--- config.mk ---
export PLATFORM = sky130hd
export DESIGN_NAME = scanline_fetch_arbiter
export DESIGN_NICKNAME = d
export VERILOG_FILES = /design/src/rtl/scanline_fetch_arbiter.sv
export SDC_FILE = /design/constraint.sdc
export NUM_CORES = 1
export LEC_CHECK = 0
export CAP_MARGIN = 20
export CORE_ASPECT_RATIO = 0.9
export CORE_MARGIN = 1
export CORE_UTILIZATION = 25
export CTS_CLUSTER_DIAMETER = 50
export DETAILED_ROUTE_END_ITERATION = 16
export HOLD_SLACK_MARGIN = 0.12
export PLACE_DENSITY_LB_ADDON = 0.05
export RECOVER_POWER = 50
export SYNTH_ARGS = -nofsm -noshare
export SYNTH_HDL_FRONTEND = slang
export SYNTH_SLANG_ARGS = --single-unit
--- constraint.sdc ---
create_clock -name pixel_clk -period 5.9 [get_ports pixel_clk]
set_input_delay 0.59 -clock pixel_clk [delete_from_list [all_inputs] [get_ports pixel_clk]]
set_output_delay 0.59 -clock pixel_clk [all_outputs]
set_load 0.02 [all_outputs]
--- src/rtl/scanline_fetch_arbiter.sv ---
// scanline_fetch_arbiter
// Shares one single-port frame SRAM between display line prefetch and an
// overlay writer. On each qualifying line start it streams the next visible
// line into one bank of a ping-pong line buffer; the writer gets every other
// cycle. SRAM strobes and wr_ack are registered.
module scanline_fetch_arbiter #(
  parameter int H_VISIBLE  = 640,
  parameter int V_VISIBLE  = 480,
  parameter int V_TOTAL    = 525,
  parameter int LINE_WORDS = 80,
  parameter int ADDR_W     = 18,
  parameter int DATA_W     = 32,
  parameter int RD_LAT     = 2
) (
  input  logic              pixel_clk,
  input  logic              rst,
  input  logic [12:0]       hcnt,
  input  logic [12:0]       vcnt,
  input  logic              wr_req,
  input  logic [ADDR_W-1:0] wr_addr,
  input  logic [DATA_W-1:0] wr_data,
  output logic              wr_ack,
  output logic [ADDR_W-1:0] mem_addr,
  output logic              mem_rd,
  output logic              mem_wr,
  output logic [DATA_W-1:0] mem_wdata,
  input  logic [DATA_W-1:0] mem_rdata,
  output logic              lb_we,
  output logic [7:0]        lb_waddr,
  output logic [DATA_W-1:0] lb_wdata,
  output logic              fetch_overrun
);

  // Index counter must cover a full fetch and never be narrower than the
  // 7-bit word index carried into the line buffer address.
  localparam int SPAN  = (LINE_WORDS > H_VISIBLE / 8) ? LINE_WORDS : H_VISIBLE / 8;
  localparam int IDX_W = ($clog2(SPAN) > 7) ? $clog2(SPAN) : 7;
  localparam int DRN_W = (RD_LAT > 1) ? $clog2(RD_LAT) : 1;

  typedef enum logic [1:0] {
    IDLE  = 2'd0,
    FETCH = 2'd1,
    DRAIN = 2'd2,
    WRITE = 2'd3
  } state_t;

  state_t             state;
  logic [ADDR_W-1:0]  line_base;
  logic               fetch_bank;
  logic [IDX_W-1:0]   idx;
  logic [DRN_W-1:0]   drain_cnt;
  logic               trig_pend;

  logic               trig;
  logic               trig_last;
  logic               trig_vis;
  logic [ADDR_W-1:0]  base_nxt;
  logic               bank_nxt;

  logic [RD_LAT-1:0]  pipe_v;
  logic [RD_LAT-1:0]  pipe_bank;
  logic [6:0]         pipe_idx [RD_LAT];

  // Line-start trigger decode and the base/bank the triggered fetch will use.
  always_comb begin
    trig_last = (vcnt == 13'(V_TOTAL - 1));
    trig_vis  = (vcnt < 13'(V_VISIBLE - 1));
    trig      = (hcnt == '0) && (trig_last || trig_vis);
    base_nxt  = trig_last ? '0 : line_base + ADDR_W'(LINE_WORDS);
    bank_nxt  = trig_last ? 1'b0 : ~vcnt[0];
  end

  // Arbitration FSM with registered SRAM strobes, address, data and ack.
  always_ff @(posedge pixel_clk or negedge rst) begin
    if (!rst) begin
      state         <= IDLE;
      line_base     <= '0;
      fetch_bank    <= 1'b0;
      idx           <= '0;
      drain_cnt     <= '0;
      trig_pend     <= 1'b0;
      wr_ack        <= 1'b0;
      mem_addr      <= '0;
      mem_rd        <= 1'b0;
      mem_wr        <= 1'b0;
      mem_wdata     <= '0;
      fetch_overrun <= 1'b0;
    end else begin
      wr_ack <= 1'b0;
      mem_wr <= 1'b0;

      if (trig) begin
        line_base  <= base_nxt;
        fetch_bank <= bank_nxt;
      end

      // A trigger while busy fetching aborts the fetch and restarts at idx 0;
      // reads already issued still land via the return pipeline.
      if (trig && (state == FETCH || state == DRAIN)) begin
        fetch_overrun <= 1'b1;
        state         <= FETCH;
        mem_rd        <= 1'b1;
        mem_addr      <= base_nxt;
        idx           <= '0;
      end else begin
        case (state)
          IDLE: begin
            if (trig || trig_pend) begin
              // A latched trigger already moved line_base to the new line.
              state     <= FETCH;
              trig_pend <= 1'b0;
              mem_rd    <= 1'b1;
              mem_addr  <= trig ? base_nxt : line_base;
              idx       <= '0;
            end else if (wr_req) begin
              state     <= WRITE;
              mem_wr    <= 1'b1;
              mem_addr  <= wr_addr;
              mem_wdata <= wr_data;
              wr_ack    <= 1'b1;
            end
          end
          FETCH: begin
            if (idx == IDX_W'(LINE_WORDS - 1)) begin
              mem_rd    <= 1'b0;
              state     <= DRAIN;
              drain_cnt <= '0;
            end else begin
              mem_rd   <= 1'b1;
              mem_addr <= mem_addr + ADDR_W'(1);
              idx      <= idx + IDX_W'(1);
            end
          end
          DRAIN: begin
            if (drain_cnt == DRN_W'(RD_LAT - 1)) begin
              state <= IDLE;
            end else begin
              drain_cnt <= drain_cnt + DRN_W'(1);
            end
          end
          WRITE: begin
            state <= IDLE;
            if (trig) begin
              trig_pend <= 1'b1;
            end
          end
          default: begin
            state  <= IDLE;
            mem_rd <= 1'b0;
          end
        endcase
      end
    end
  end

  // Return pipeline: tags each issued read so its data lands RD_LAT later.
  always_ff @(posedge pixel_clk or negedge rst) begin
    if (!rst) begin
      pipe_v    <= '0;
      pipe_bank <= '0;
      for (int unsigned i = 0; i < RD_LAT; i++) begin
        pipe_idx[i] <= '0;
      end
    end else begin
      pipe_v[0]    <= mem_rd;
      pipe_bank[0] <= mem_rd ? fetch_bank : 1'b0;
      pipe_idx[0]  <= mem_rd ? idx[6:0] : 7'd0;
      for (int unsigned i = 1; i < RD_LAT; i++) begin
        pipe_v[i]    <= pipe_v[i-1];
        pipe_bank[i] <= pipe_bank[i-1];
        pipe_idx[i]  <= pipe_idx[i-1];
      end
    end
  end

  assign lb_we    = pipe_v[RD_LAT-1];
  assign lb_waddr = {pipe_bank[RD_LAT-1], pipe_idx[RD_LAT-1]};
  assign lb_wdata = lb_we ? mem_rdata : '0;

endmodule

Yosys cells after proc, flatten, opt, wreduce, memory -nomap -nowiden
Index checks and enable logic that the tools add are counted.
{"block": "totals", "output_inout_bits": 95, "regBits": 101, "input_bits": 111}
{"block": "classes", "n_bitwise": 3, "n_reduce_logical": 17, "eq_ne": 13, "magnitude_cmp": 1, "muxes": 35, "add_sub_neg": 4}
{"op": "18-bit two-way mux", "count": 6}
{"op": "18-bit one-hot mux with 2 select lines", "count": 1}
{"op": "32-bit two-way mux", "count": 1}
{"op": "7-bit two-way mux", "count": 4}
{"op": "18-bit by 1-bit adder with 18-bit output (second input constant)", "count": 1}
{"op": "18-bit by 7-bit adder with 18-bit output (second input constant)", "count": 1}
{"op": "7-bit one-hot mux with 2 select lines", "count": 1}
{"op": "13-bit by 10-bit == test with 1-bit output (second input constant)", "count": 1}
{"op": "13-bit logical NOT", "count": 1}
{"op": "13-bit by 9-bit less-than comparator with 1-bit output (second input constant)", "count": 1}
{"op": "1-bit two-way mux", "count": 13}
{"op": "3-bit AND reduction", "count": 4}
{"op": "2-bit two-way mux", "count": 5}
{"op": "2-bit one-hot mux with 4 select lines", "count": 1}
{"op": "4-bit AND reduction", "count": 2}
{"op": "7-bit by 1-bit adder with 7-bit output (second input constant)", "count": 1}
{"op": "7-bit == test (second input constant)", "count": 1}
{"op": "3-bit inequality test (second input constant)", "count": 2}
{"op": "1-bit one-hot mux with 2 select lines", "count": 3}
{"op": "2-bit == test (second input constant)", "count": 2}
{"op": "2-bit inequality test (second input constant)", "count": 2}
{"op": "4-bit inequality test (second input constant)", "count": 1}
{"op": "2-bit nonzero test", "count": 2}
{"op": "1-bit logical OR", "count": 3}
{"op": "other kinds (10)", "count": 13}

Depth between registers and ports, before layout
{"block": "depth", "word_depth": 7, "depth_mapped": 11, "mapped_depth_nobuf": 9}

Least setup slack after synthesis
No wires, ideal clock.
{"block": "synth_timing", "path_kind": "input to register", "from": "input port vcnt[1]", "to": "register mem_addr[9]", "path_slack_ns": 3.609, "setup_ns": 0.139, "t_arrival_ns": 2.151, "stages": 7, "required_ns": 5.761, "n_path_buf": 0, "cell_sequence": "nor4b_2 -> nand4_1 -> nor3_1 -> a21oi_1 -> mux2_2 -> o311ai_0 -> a31oi_1"}
{"block": "synth_via", "elab_chain_len": 7}
{"element": "from (decl)", "line_no": "18", "text": "input logic [12:0] vcnt,"}
{"element": "13-bit by 9-bit less-than comparator with 1-bit output or 13-bit by 10-bit == test with 1-bit output (tied branches)", "line_no": "67, 66"}
{"element": "1-bit logical OR", "line_no": "68", "text": "trig = (hcnt == '0) && (trig_last || trig_vis);"}
{"element": "1-bit logical AND", "line_no": "68"}
{"element": "18-bit two-way mux or 1-bit logical OR (tied branches)", "line_no": "113, 108"}
{"element": "18-bit two-way mux", "line_no": "108", "text": "if (trig || trig_pend) begin"}
{"element": "18-bit one-hot mux with 2 select lines", "line_no": "106", "text": "case (state)"}
{"element": "18-bit two-way mux", "line_no": "99", "text": "if (trig && (state == FETCH || state == DRAIN)) begin"}
{"element": "to (signal assigned)", "line_no": "103", "text": "mem_addr <= base_nxt;"}
{"element": "to (signal assigned)", "line_no": "113", "text": "mem_addr <= trig ? base_nxt : line_base;"}
{"element": "to (signal assigned)", "line_no": "118", "text": "mem_addr <= wr_addr;"}
{"element": "to (decl)", "line_no": "23", "text": "output logic [ADDR_W-1:0] mem_addr,"}
Parallel ways exist; a longest one is shown, timed or not.
A chain may end at the register's enable or synchronous reset.

==> flow_summary_export.csv <==
group,metric,value,unit
hold_path,hp-start,"pipe_v[0]",
worst_setup_path,r2r_end,"mem_addr[10]",
placement,hpwl,13200,µm
synthesis,ys_warn_count,0,
clocking,cts_buffer_depth,2,
timing,max_slew_margin,-0.756,
timing,worst_slew_pin_slew,2.63,ns
clocking,root_buffer,"clkbuf_16",
clocking,clk_pin_slew_worst_paths,0.07,ns
worst_setup_path,critical_path.max_stage_delay,1.83,ns
synthesis,syn_area,5550,µm²
pwr,powerDensity,388,nW/µm²
status,violations,"max-capacitance violations, max-slew violations",
global_route,grt_pass1_vias,4853,
timing,layout_setup_ws,2.29,ns
global_route,grt_use_met3,0.0283,
hold_path,hold-path-cell-count,0,
worst_setup_path,slowest_stage,"clkbuf_1",
placement,portBuffers,205,
synthesis,async_flop_share,1.00,
floorplan,die_area,22800,µm²
floorplan,floorplan.initialDensity,0.256,
worst_setup_path,critical_path_buf_inv_count,2,
worst_setup_path,critPathMaxFanout,55,
cells_and_area,drive_above_1_share,0.0989,
timing,fin_crit_sh,0.612,
timing,fmax,277,MHz
clocking,cts_made_buffers,9,
worst_setup_path,r2r_start,"idx[0]",
global_route,grt_pass1_wl,27600,µm
synthesis,synth_seq_cells,101,
synthesis,syn_inst,569,
worst_setup_path,reg2reg_depth,7,
placement,routabilityCongestion,0.795,
timing,rsz0062_at_grt,"false",
clocking,cts_max_level,3,
global_route,met1_usage,0.194,
synthesis,synth-edff-count,0,
global_route,grt_overflow_total,0,
flow_run,max-cap-violations,1,
detailed_routing,drt_iter0_markers,173,
worst_setup_path,r2r_slack,2.91,ns
detailed_routing,routedWlPerCell,17.0,µm
detailed_routing,firstDrtPassIters,4,
synthesis,ys_seq_area_frac,0.456,
clocking,insertion_delay,0.36,ns
hold_path,min_path_type,"reg -> reg",
cells_and_area,fin_nets,871,
timing,slew_violations,48,
floorplan,fp-row-count,51,
synthesis,yosys-top-cells-count,"dfrtp_1 (101), nand2_1 (57), and2_1 (44)",
detailed_routing,routed_via_density,4.71,
placement,post-place-ws,2.27,ns
timing,final.setup.tns,0,ns
detailed_routing,postRouteAntennaNets,0,
synthesis,yosys-top-cells-area,"dfrtp_1 (46%), mux2_2 (7.7%), and2_1 (5.0%)",
global_route,use_met2,0.275,
worst_setup_path,critical-path-top-delay-family,"buffers and inverters",
detailed_routing,drc,0,
clocking,postCtsSetupBuffers,0,
synthesis,ys.flop_type,"dfrtp_1",
synthesis,synth_top_cell_by_area,"dfrtp_1",
pwr,p_leak,0.00327,µW
timing,whs,0.349,ns
timing,finalHoldViolCount,0,
synthesis,synth_cell_types,63,
clocking,clkSinkCount,101,
synthesis,syn_nets,687,
worst_setup_path,crit_type,"in -> async",
clocking,ctsHoldBuffers,0,
worst_setup_path,setup.worst_path.start_class,"primary input",
floorplan,die_x,159,µm
pwr,max-vdd-ir-drop,201,µV
timing,period_minus_slack,3.61,ns
global_route,grt_usage,0.157,
cells_and_area,utilization,0.373,
global_route,grt_max_degree,56,
hold_path,min_to,"pipe_v[1]",
synthesis,synth_top_area_frac,0.456,
floorplan,num_io_pins,206,
timing,setup_viol,0,
clocking,tritoncts,"done",
status,outcome,"finished, violations left",
clocking,cts_resized,0,
detailed_routing,drt_wl_total,17900,µm
floorplan,die_h,143,µm
synthesis,synth_most_common_cell,"dfrtp_1",
global_route,grt_antenna_before_repair,0,
synthesis,syn_avg_cell_area,9.75,µm²
worst_setup_path,worstPathRequired,6.12,ns
cells_and_area,syn2layout_area_growth,45.8,%
global_route,busiest_layer,"met2",
worst_setup_path,crit_chain,"clkbuf_1 -> clkbuf_2",
worst_setup_path,end_kind,"async pin",
floorplan,design.core.area,21700,µm²
timing,fin_skew,0.00669,ns
worst_setup_path,cp.arrival,3.83,ns
cells_and_area,diodes,0,
detailed_routing,vias,4943,
area by class of cell:
| cell class | count | area, µm² |
|---|---|---|
| repair buffers | 212 | 2100 |
| clock inverters | 7 | 58.8 |
| inverters | 9 | 33.8 |
| multi-input cells | 420 | 2780 |
| clock buffers | 9 | 225 |
| well taps | 291 | 364 |
| flip-flops and latches | 101 | 2530 |
| fillers | 2233 | 13600 |
report_power, final:
part | switching [µW] | internal (µW)
Clock | 293 | 293
Sequential | 166 | 897
Combinational | 791 | 696
how the worst max path moves through the flow:
stage                  from      endpoint  slack (ns)  depth (start not counted)
global route            rst  mem_wdata[4]        1.57                          2
floorplan           vcnt[1]   mem_addr[9]        3.61                          7
global placement    vcnt[0]      state[1]        2.37                          9
detailed placement  vcnt[0]      state[1]        2.27                          9
CTS                 vcnt[0]      state[1]        2.65                          9
finish                  rst  mem_addr[10]        2.29                          2
registers in the layout (all words and copies together) (netlist names):
| register | flops |
|---|---|
| drain_cnt | 1 |
| fetch_bank | 1 |
| fetch_overrun | 1 |
| idx | 7 |
| lb_waddr | 7 |
| line_base | 18 |
| mem_addr | 18 |
| mem_rd | 1 |
| mem_wdata | 32 |
| mem_wr | 1 |
| pipe_bank | 2 |
| pipe_idx | 7 |
| pipe_v | 2 |
| state | 2 |
| trig_pend | 1 |
metal layers:
| metal | up-vias | wire [µm] |
|---|---|---|
| li1 | 2378 | - |
| met1 | 2428 | 7680 |
| met2 | 112 | 9230 |
| met3 | 25 | 593 |
| met4 | 0 | 361 |
| met5 | - | 0 |
placed cells by master, fill, tap and decap left out, types with 23 or more instances in the layout:
| cell type | Yosys | routed |
|---|---|---|
| a21oi_1 | 28 | 28 |
| dlygate4sd3_1 | 0 | 29 |
| nand2_1 | 57 | 57 |
| nand3_1 | 23 | 23 |
| and2_1 | 44 | 39 |
| nor2_1 | 31 | 31 |
| dfrtp_1 | 101 | 101 |
| clkdlybuf4s50_1 | 0 | 175 |
| mux2_2 | 38 | 38 |
| o21ai_0 | 35 | 35 |
logic make-up (layout without fill, tap and decap cells):
group | Yosys count | in the layout | share of synthesized area
muxes | 50 | 50 | 0.0988
and+or+nand+nor | 220 | 220 | 0.211
DFF | 101 | 101 | 0.456
buffers and inverters | 48 | 237 | 0.0431
xor gates and xnor gates | 21 | 21 | 0.0332
adders and majority gates | 7 | 7 | 0.0158
AOI/OAI and AO/OA | 122 | 122 | 0.142
through the flow:
step / instances / instance area [µm²] / power [µW]
after floorplan: 569 / 5550 / 1930
after global placement: 1033 / 7810 / 2610
after detailed placement: 1033 / 7810 / 2610
after CTS: 1049 / 8090 / 3220
after global routing: 1049 / 8080 / 3340
final: 1049 / 8080 / 3140
(Power assumes the default switching activity.)
